**config.mk**
```make
export PLATFORM = sky130hd
export DESIGN_NAME = seg_bcd_converter
export DESIGN_NICKNAME = d
export VERILOG_FILES = /design/src/rtl/seg_pkg.sv /design/src/rtl/seg_bcd_converter_digit_adj.sv /design/src/rtl/seg_bcd_converter.sv
export SDC_FILE = /design/constraint.sdc
export NUM_CORES = 1
export LEC_CHECK = 0
export BUFFER_PORTS_ARGS = -buffer_cell sky130_fd_sc_hd__buf_2
export CAP_MARGIN = 20
export CORE_UTILIZATION = 45
export CTS_CLUSTER_SIZE = 30
export DETAILED_ROUTE_END_ITERATION = 8
export PLACE_DENSITY = 0.62
export SYNTH_ARGS = -nofsm -noshare
export SYNTH_HDL_FRONTEND = slang
export SYNTH_SLANG_ARGS = --single-unit
export TNS_END_PERCENT = 5
```
**constraint.sdc**
```tcl
create_clock -name clk -period 5.26 [get_ports clk]
set_input_delay 1.052 -clock clk [delete_from_list [all_inputs] [get_ports clk]]
set_output_delay 1.052 -clock clk [all_outputs]
set_load 0.005 [all_outputs]
```
**src/rtl/seg_pkg.sv**
```systemverilog
// Shared definitions for the segment-display block: BCD converter sizing,
// converter FSM encoding, and seven-segment glyph encoding.
// No ports (package). Converter options: SEG_BCD_SIGNED_EN enables signed mode.
package seg_pkg;

    // Converter sizing
    localparam int unsigned DATA_W = 32;
    localparam int unsigned DIGITS = 8;
    localparam int unsigned BCD_W  = 40;
    localparam int unsigned ITER   = 32;
    localparam int unsigned CNT_W  = 6;
    localparam int unsigned NIB_W  = 4;
    localparam int unsigned ADJ_N  = BCD_W / NIB_W;

    // Converter FSM encoding
    typedef enum logic [1:0] {
        ST_IDLE  = 2'd0,
        ST_SHIFT = 2'd1,
        ST_DONE  = 2'd2
    } conv_state_e;

    // Seven-segment display definitions, segment order {g,f,e,d,c,b,a}, active high
    localparam int unsigned SEG_W = 7;
    typedef logic [SEG_W-1:0] seg_t;

    localparam seg_t SEG_BLANK = 7'b000_0000;
    localparam seg_t SEG_MINUS = 7'b100_0000;

    function automatic seg_t bcd_to_seg(input logic [NIB_W-1:0] nib);
        seg_t seg;
        case (nib)
            4'd0:    seg = 7'b011_1111;
            4'd1:    seg = 7'b000_0110;
            4'd2:    seg = 7'b101_1011;
            4'd3:    seg = 7'b100_1111;
            4'd4:    seg = 7'b110_0110;
            4'd5:    seg = 7'b110_1101;
            4'd6:    seg = 7'b111_1101;
            4'd7:    seg = 7'b000_0111;
            4'd8:    seg = 7'b111_1111;
            4'd9:    seg = 7'b110_1111;
            default: seg = SEG_BLANK;
        endcase
        return seg;
    endfunction

endpackage

```
**src/rtl/seg_bcd_converter_digit_adj.sv**
```systemverilog
// bcd_digit_adj: double-dabble nibble correction (add 3 when nibble >= 5).
// Ports:
//   nib_i  - BCD nibble before the shift
//   nib_o  - corrected nibble
module bcd_digit_adj
    import seg_pkg::*;
(
    input  logic [NIB_W-1:0] nib_i,
    output logic [NIB_W-1:0] nib_o
);

    always_comb begin
        nib_o = nib_i;
        if (nib_i >= NIB_W'(5)) begin
            nib_o = nib_i + NIB_W'(3);
        end
    end

endmodule

```
**src/rtl/seg_bcd_converter.sv**
```systemverilog
// seg_bcd_converter: sequential double-dabble binary-to-BCD converter.
// A start accepted in IDLE loads the operand; 32 shift iterations follow,
// then the DONE state publishes the result with a one-cycle done pulse.
// Ports:
//   clk      - system clock, rising edge
//   rst      - asynchronous active-high reset
//   start    - conversion request, sampled only in IDLE
//   bin_in   - binary operand, captured on the accepting edge
//   busy     - high while not IDLE
//   done     - one-cycle completion pulse
//   digits   - eight BCD digits, [31:28] most significant
//   overflow - result exceeds eight decimal digits
//   neg      - sign of the operand (signed build only, otherwise 0)
// Build option: define SEG_BCD_SIGNED_EN to convert the two's-complement
// magnitude and report the sign on neg.
module seg_bcd_converter
    import seg_pkg::*;
(
    input  logic              clk,
    input  logic              rst,
    input  logic              start,
    input  logic [DATA_W-1:0] bin_in,
    output logic              busy,
    output logic              done,
    output logic [DATA_W-1:0] digits,
    output logic              overflow,
    output logic              neg
);

    conv_state_e       state_q, state_d;
    logic [DATA_W-1:0] op_q, op_d;
    logic [BCD_W-1:0]  acc_q, acc_d;
    logic [BCD_W-1:0]  acc_adj;
    logic [CNT_W-1:0]  cnt_q, cnt_d;

    logic              busy_q, busy_d;
    logic              done_q, done_d;
    logic [DATA_W-1:0] digits_q, digits_d;
    logic              ovf_q, ovf_d;

    logic              accept;
    logic              last_iter;

    assign accept    = (state_q == ST_IDLE) && start;
    assign last_iter = (cnt_q == CNT_W'(ITER - 1));

    // Per-digit add-3 correction applied ahead of each shift
    for (genvar g = 0; g < ADJ_N; g++) begin : g_adj
        bcd_digit_adj u_adj (
            .nib_i (acc_q[g*NIB_W +: NIB_W]),
            .nib_o (acc_adj[g*NIB_W +: NIB_W])
        );
    end

    // Operand load value, sign capture
`ifdef SEG_BCD_SIGNED_EN
    logic              sign_q, sign_d;
    logic              neg_q, neg_d;
    logic [DATA_W-1:0] load_val;

    // Magnitude; 0x80000000 negates to itself, which is the correct unsigned magnitude
    assign load_val = bin_in[DATA_W-1] ? DATA_W'(~bin_in + DATA_W'(1)) : bin_in;
    assign neg      = neg_q;
`else
    logic [DATA_W-1:0] load_val;

    assign load_val = bin_in;
    assign neg      = 1'b0;
`endif

    // State register
    always_ff @(posedge clk or posedge rst) begin
        if (rst) begin
            state_q <= ST_IDLE;
        end else begin
            state_q <= state_d;
        end
    end

    // Next-state logic
    always_comb begin
        state_d = state_q;
        case (state_q)
            ST_IDLE:  if (start) state_d = ST_SHIFT;
            ST_SHIFT: if (last_iter) state_d = ST_DONE;
            ST_DONE:  state_d = ST_IDLE;
            default:  state_d = ST_IDLE;
        endcase
    end

    // Output logic: results only change on leaving DONE
    always_comb begin
        busy_d   = (state_d != ST_IDLE);
        done_d   = 1'b0;
        digits_d = digits_q;
        ovf_d    = ovf_q;
        if (state_q == ST_DONE) begin
            done_d   = 1'b1;
            digits_d = acc_q[DATA_W-1:0];
            ovf_d    = |acc_q[BCD_W-1:DATA_W];
        end
    end

    // Datapath next values: load on accept, adjust-and-shift in SHIFT
    always_comb begin
        op_d  = op_q;
        acc_d = acc_q;
        cnt_d = cnt_q;
        if (accept) begin
            op_d  = load_val;
            acc_d = '0;
            cnt_d = '0;
        end else if (state_q == ST_SHIFT) begin
            acc_d = {acc_adj[BCD_W-2:0], op_q[DATA_W-1]};
            op_d  = {op_q[DATA_W-2:0], 1'b0};
            cnt_d = cnt_q + CNT_W'(1);
        end
    end

    // Datapath and output registers
    always_ff @(posedge clk or posedge rst) begin
        if (rst) begin
            op_q     <= '0;
            acc_q    <= '0;
            cnt_q    <= '0;
            busy_q   <= 1'b0;
            done_q   <= 1'b0;
            digits_q <= '0;
            ovf_q    <= 1'b0;
        end else begin
            op_q     <= op_d;
            acc_q    <= acc_d;
            cnt_q    <= cnt_d;
            busy_q   <= busy_d;
            done_q   <= done_d;
            digits_q <= digits_d;
            ovf_q    <= ovf_d;
        end
    end

`ifdef SEG_BCD_SIGNED_EN
    // Sign is captured with the operand and published with the result
    always_comb begin
        sign_d = accept ? bin_in[DATA_W-1] : sign_q;
        neg_d  = (state_q == ST_DONE) ? sign_q : neg_q;
    end

    always_ff @(posedge clk or posedge rst) begin
        if (rst) begin
            sign_q <= 1'b0;
            neg_q  <= 1'b0;
        end else begin
            sign_q <= sign_d;
            neg_q  <= neg_d;
        end
    end
`endif

    assign busy     = busy_q;
    assign done     = done_q;
    assign digits   = digits_q;
    assign overflow = ovf_q;

endmodule

```
==> metrics.md, run 1 <==
| Metric | Value |
|---|---|
| Most frequent cells in the layout | dfrtp_1, nand2_1, buf_2 |
| Critical path's slowest cell | dfrtp_1 |
| Final worst path period need | 2.01 ns |
| Reg clk slew, reported paths | 0.05 ns |
| Fin nets | 604 |
| Ys flop type | dfrtp_1 |
| Share of cells above drive strength 1 | 0.194 |
| Die Height | 110 um |
| ANT cells | 0 |
| IO buf count | 69 |
| Hold Path Origin | digits[13] |
| Row cnt | 39 |
| Max Clock Freq | 498 MHz |
| Avg Cell Area, Syn | 10.9 um2 |
| DRT iter0 DRCs | 196 |
| CTS tree | yes |
| Yosys cell types | 35 |
| Number of remaining DRC errors | 0 |
| I/O pins | 71 |
| Placeable Area | 11400 um2 |
| Final Hold Viols | 0 |
| DR vias/cell | 5.34 |
| Net count after synthesis | 537 |
| Area post-placement | 5680 um2 |
| Area Overhead vs Synth | 19.1% |
| CP Capture Type | primary output |
| Stages on the worst setup path | 1 |
| # Post-CTS Setup Buffers | 0 |
| Setup Skew | 0.00571 ns |
| Final setup viols | 0 |
| Cell family with most CP delay | flip-flops |
| Power density over cell area | 594 nW/um2 |
| Synth warnings | 0 |
| Worst setup startpoint | digits[20] |
| Finished Cell Area | 6230 um2 |
| CP max stage delay | 0.41 ns |
| Commonest non-fill, non-tap cell in the layout | dfrtp_1 |
| GRT overflow | 0 |
| Peak supply drop | 296 uV |
| DP HPWL | 6580 um |
| Worst r2r src | state_q[1] |
| Clk root buf | clkbuf_16 |
| Via count | 3743 |
| Slew Limit Headroom | 0.342 |
| Tot GR Track Use | 0.194 |
| Initial antenna violation count | 0 |
| Routed wire length | 10400 um |
| Largest net degree at the start of global routing | 57 |
| H-tree depth | 4 |
| Clk buf depth | 2 |
| TritonRoute pass-1 iters | 4 |
| Clk_lat worst skew | 0.41 ns |
| Total negative setup slack | 0 ns |
| Max-cap check violation count | 0 |
| Vias in the first global route | 3702 |
| Critical Path RT | 4.21 ns |
| Netlist Area Pre-Place | 5230 um2 |
| Initial Utilization | 0.460 |
| Die area | 12100 um2 |
| Hold_buf cts | 0 |
| Routed length per placed instance | 14.8 um |
| GP Congestion | 0.711 |
| First-pass GRT wire length | 17700 um |
| Hold Path Stages | 2 |
| Fin. max-slew vios | 0 |
| Period utilisation layout | 0.382 |
| CP max FO | 2 |
| Status | finished, final reports clean |
| P_leak | 2.99 nW |
| RSZ-0062 raised after global routing | false |
| WP data arrival | 0.96 ns |
| Hold/Removal Path Class | reg2reg |
| Mapped Cells | 479 |
| Die X | 110 um |
| Worst path cell trace | buf_2 |
| #FFs+latches synth | 115 |
| Cts bufs inserted | 17 |
| # clock sinks | 115 |
| CTS-repair resized insts | 0 |
| Post-synth EDFFs | 0 |
| Seq/Total Area, Yosys | 0.550 |
| Worst Setup Start Kind | register |
| Post-synth ARST share | 1.00 |
| Post-detailed-route count of antenna-violating nets | 0 |
| Reg2Reg Depth | 4 |
| Setup CP Type | reg2out |
| Measured slew at the worst slew-check pin | 0.987 ns |
| Critical path buffer and inverter count | 1 |
path summary, 6_finish.rpt:
kind / to / slack (ns)
setup / recovery: digits[20] / 3.25
hold / removal: digits[13] / 0.47
setup reg to reg: acc_q[7] / 3.36
hold reg to reg: digits[13] / 0.47
max in group asynchronous: op_q[28] / 3.62
min in group asynchronous: op_q[7] / 0.71
layer usage:
| metal | vias up | global-route usage | share of wire |
|---|---|---|---|
| li1 | 1826 | - | - |
| met1 | 1811 | 0.260 | 0.49 |
| met4 | 0 | 0.0705 | 0.010 |
| met3 | 13 | 0.0747 | 0.059 |
| met5 | - | 0 | 0 |
| met2 | 93 | 0.286 | 0.44 |
Yosys cell counts (2+ instances only):
cell type  count  area (um2)
a32o_1         9        90.1
o21ai_1        7        35.0
xor2_1         7        61.3
nand3_1        6        30.0
xnor2_1       10        87.6
a22oi_1       31         233
dfrtp_1      115        2880
nor2_1         2        7.51
buf_2         10        50.1
o32ai_1        6        52.6
nor3_1         3        15.0
a21oi_1       14        70.1
buf_4          5        37.5
nor3b_1        4        30.0
mux2_1        15         169
mux2i_1       11         110
inv_1         22        82.6
nand2_1       86         323
o22ai_1       13        81.3
o21ai_0       26         130
a22o_1        11        96.3
nand2b_1      12        75.1
o31ai_1       10        75.1
clkbuf_1      11        41.3
ha_1          23         288
cell families after synthesis:
family,share of synthesized area
other,0.000717
adders and majority gates,0.0550
xor gates and xnor gates,0.0284
and+or+nand+nor,0.104
AOI/OAI and AO/OA,0.165
muxes,0.0555
buffers and inverters,0.0418
DFF,0.550
report_power, final:
group | internal [mW] | switching (mW)
Combinational | 0.563 | 0.648
Clock | 0.692 | 0.372
Sequential | 1.20 | 0.229
Total | 2.45 | 1.25
state kept, by name (all words and copies together), names as in the netlist:
register / count
op_q: 32
done: 1
busy: 1
overflow: 1
digits: 32
state_q: 2
acc_q: 40
cnt_q: 6
metrics by stage:
step,power [mW],instances,hold slack (ns),worst slack [ns],util
final,3.70,701,0.469,3.25,0.548
after global routing,3.99,701,0.495,3.22,0.548
after CTS,3.74,701,0.475,3.24,0.548
after detailed placement,2.65,670,0.463,2.94,0.500
after global placement,2.59,670,0.459,2.95,0.500
after floorplan,2.36,479,0.446,1.16,-
layout make-up:
cell class	instances	area, um2
Clock buffer	26	499
Clock inverter	5	50.0
Fill cell	1015	5140
Inverter	23	88.8
Multi-Input combinational cell	314	2150
Sequential cell	115	2880
Tap cell	143	179
Timing Repair Buffer	75	390
No activity file was read; power rests on OpenSTA's default activity.
==> run 2, diff against run 1 <==
==> constraint.sdc (replaced) <==
create_clock -name clk -period 2 [get_ports clk]
set_input_delay 0.4 -clock clk [delete_from_list [all_inputs] [get_ports clk]]
set_output_delay 0.4 -clock clk [all_outputs]
set_load 0.005 [all_outputs]
==> metrics.md, run 2 (same netlist as run 1, synthesis figures left out) <==
| Metric | Value |
|---|---|
| Hold/Removal Path Class | in2async |
| CP Capture Type | register |
| Placeable Area | 11400 um2 |
| Fin nets | 608 |
| Die area | 12100 um2 |
| WP data arrival | 1.92 ns |
| DRT iter0 DRCs | 158 |
| Initial antenna violation count | 0 |
| H-tree depth | 4 |
| IO buf count | 69 |
| Final setup viols | 0 |
| Met1 WL | 4910 um |
| Reg clk slew, reported paths | 0.05 ns |
| DR WL met3 | 648 um |
| CTS tree | yes |
| Share of cells above drive strength 1 | 0.208 |
| GRT overflow | 0 |
| Worst r2r src | state_q[1] |
| Most frequent cells in the layout | dfrtp_1, nand2_1, buf_2 |
| RSZ-0062 raised after global routing | false |
| Filler Cells Inserted | 976 |
| Met2 wire len | 4410 um |
| Period utilisation layout | 0.812 |
| # clock sinks | 115 |
| Vias in the first global route | 3578 |
| I/O pins | 71 |
| Row cnt | 39 |
| Max-cap check violation count | 0 |
| Routed wire length | 10200 um |
| RR Endpoint | acc_q[35] |
| Max Clock Freq | 616 MHz |
| Peak supply drop | 796 uV |
| CTS-repair resized insts | 0 |
| CP max stage delay | 0.46 ns |
| Total negative setup slack | 0 ns |
| Worst R2R Setup Slack | 0.38 ns |
| Clk buf depth | 2 |
| Status | finished, final reports clean |
| GP Congestion | 0.759 |
| Via count | 3722 |
| TritonRoute pass-1 iters | 4 |
| ANT cells | 0 |
| Routed length per placed instance | 14.4 um |
| Clk_lat worst skew | 0.41 ns |
| Commonest non-fill, non-tap cell in the layout | dfrtp_1 |
| Slew Limit Headroom | 0.575 |
| Worst Setup Start Kind | register |
| Highest metal used | met4 |
| Critical path's slowest cell | dfrtp_1 |
| Final Hold Viols | 0 |
| Tot GR Track Use | 0.189 |
| Die Height | 110 um |
| Reg2Reg Depth | 5 |
| DR vias/cell | 5.27 |
| Largest net degree at the start of global routing | 116 |
| Hold Slack | 0.125 ns |
| Hold_buf cts | 0 |
| P_leak | 3.05 nW |
| Setup Skew | 0.00617 ns |
| Power, Total | 10.0 mW |
| Initial Utilization | 0.460 |
| Die X | 110 um |
| Critical Path RT | 2.30 ns |
| Cts bufs inserted | 17 |
| DP HPWL | 6440 um |
| CP max FO | 25 |
| Power density over cell area | 1570 nW/um2 |
| Area Overhead vs Synth | 21.4% |
| # Post-CTS Setup Buffers | 0 |
| Largest register FFs | 40 |
| Post-detailed-route count of antenna-violating nets | 0 |
| Worst path cell trace | nor3b_4 -> nor2_4 -> inv_2 -> o31ai_1 -> a32o_1 |
| Setup CP Type | reg2reg |
| Measured slew at the worst slew-check pin | 0.637 ns |
| Number of remaining DRC errors | 0 |
| Clk root buf | clkbuf_16 |
| Register name with the most flops | acc_q |
| Fin. max-slew vios | 0 |
| First-pass GRT wire length | 17000 um |
| Final worst path period need | 1.62 ns |
[run 2: changes by cell type in the layout (fill, tap and decap cells not counted), sizes merged]
cell | previous run | this run
clkbuf | 26 | 21
buf | 75 | 79
inv | 23 | 22
clkinv | 4 | 7
clkinvlp | 0 | 2
bufinv | 1 | 3
[run 2: how the worst max path moves through the flow]
stage | start | endpoint | slack (ns) | depth (start not counted)
2_1_floorplan | rst | acc_q[0] | 0.20 | 1
3_3_place_gp | start | acc_q[19] | 0.40 | 6
4_1_cts | state_q[1] | acc_q[11] | 0.36 | 5
5_1_grt | acc_q[12] | acc_q[14] | 0.25 | 6
6_report | state_q[1] | acc_q[35] | 0.38 | 5
3_5_place_dp | state_q[1] | acc_q[7] | 0.37 | 5
[run 2: layout make-up]
type	count	area (um2)	share of cell area
clock inverters	11	133	0.0209
well taps	143	179	0.0282
clock buffers	21	470	0.0740
inverters	23	90.1	0.0142
repair buffers	79	458	0.0721
multi-input cells	314	2150	0.338
flip-flops and latches	115	2880	0.453
[run 2: stage by stage]
step           cells  instance area, um2   util  setup slack (ns)
5_1_grt          706                6350  0.559             0.250
2_1_floorplan    479                5240      -             0.201
6_report         706                6350  0.559             0.375
3_5_place_dp     674                5750  0.506             0.368
3_3_place_gp     674                5750  0.506             0.402
4_1_cts          706                6350  0.559             0.360
[run 2: worst max-delay path: cells and delay by family (launching register included)]
family | cells | cell delay (ns)
flip-flops | 1 | 0.46
buffers and inverters | 1 | 0.34
AND/OR/NAND/NOR | 2 | 0.32
AO/OA/AOI/OAI | 2 | 0.37
[run 2: per-layer routing]
metal / global-route usage / vias to the layer above
met1: 0.247 / 1790
met2: 0.273 / 82
met4: 0.0857 / 0
li1: - / 1833
met5: 0 / -
met3: 0.0788 / 17
[run 2: where the power goes]
group / switching, mW / total, mW / internal (mW)
registers: 0.607 / 3.75 / 3.14
logic: 1.69 / 3.21 / 1.52
clock network: 1.01 / 3.05 / 2.04
total: 3.31 / 10.0 / 6.70
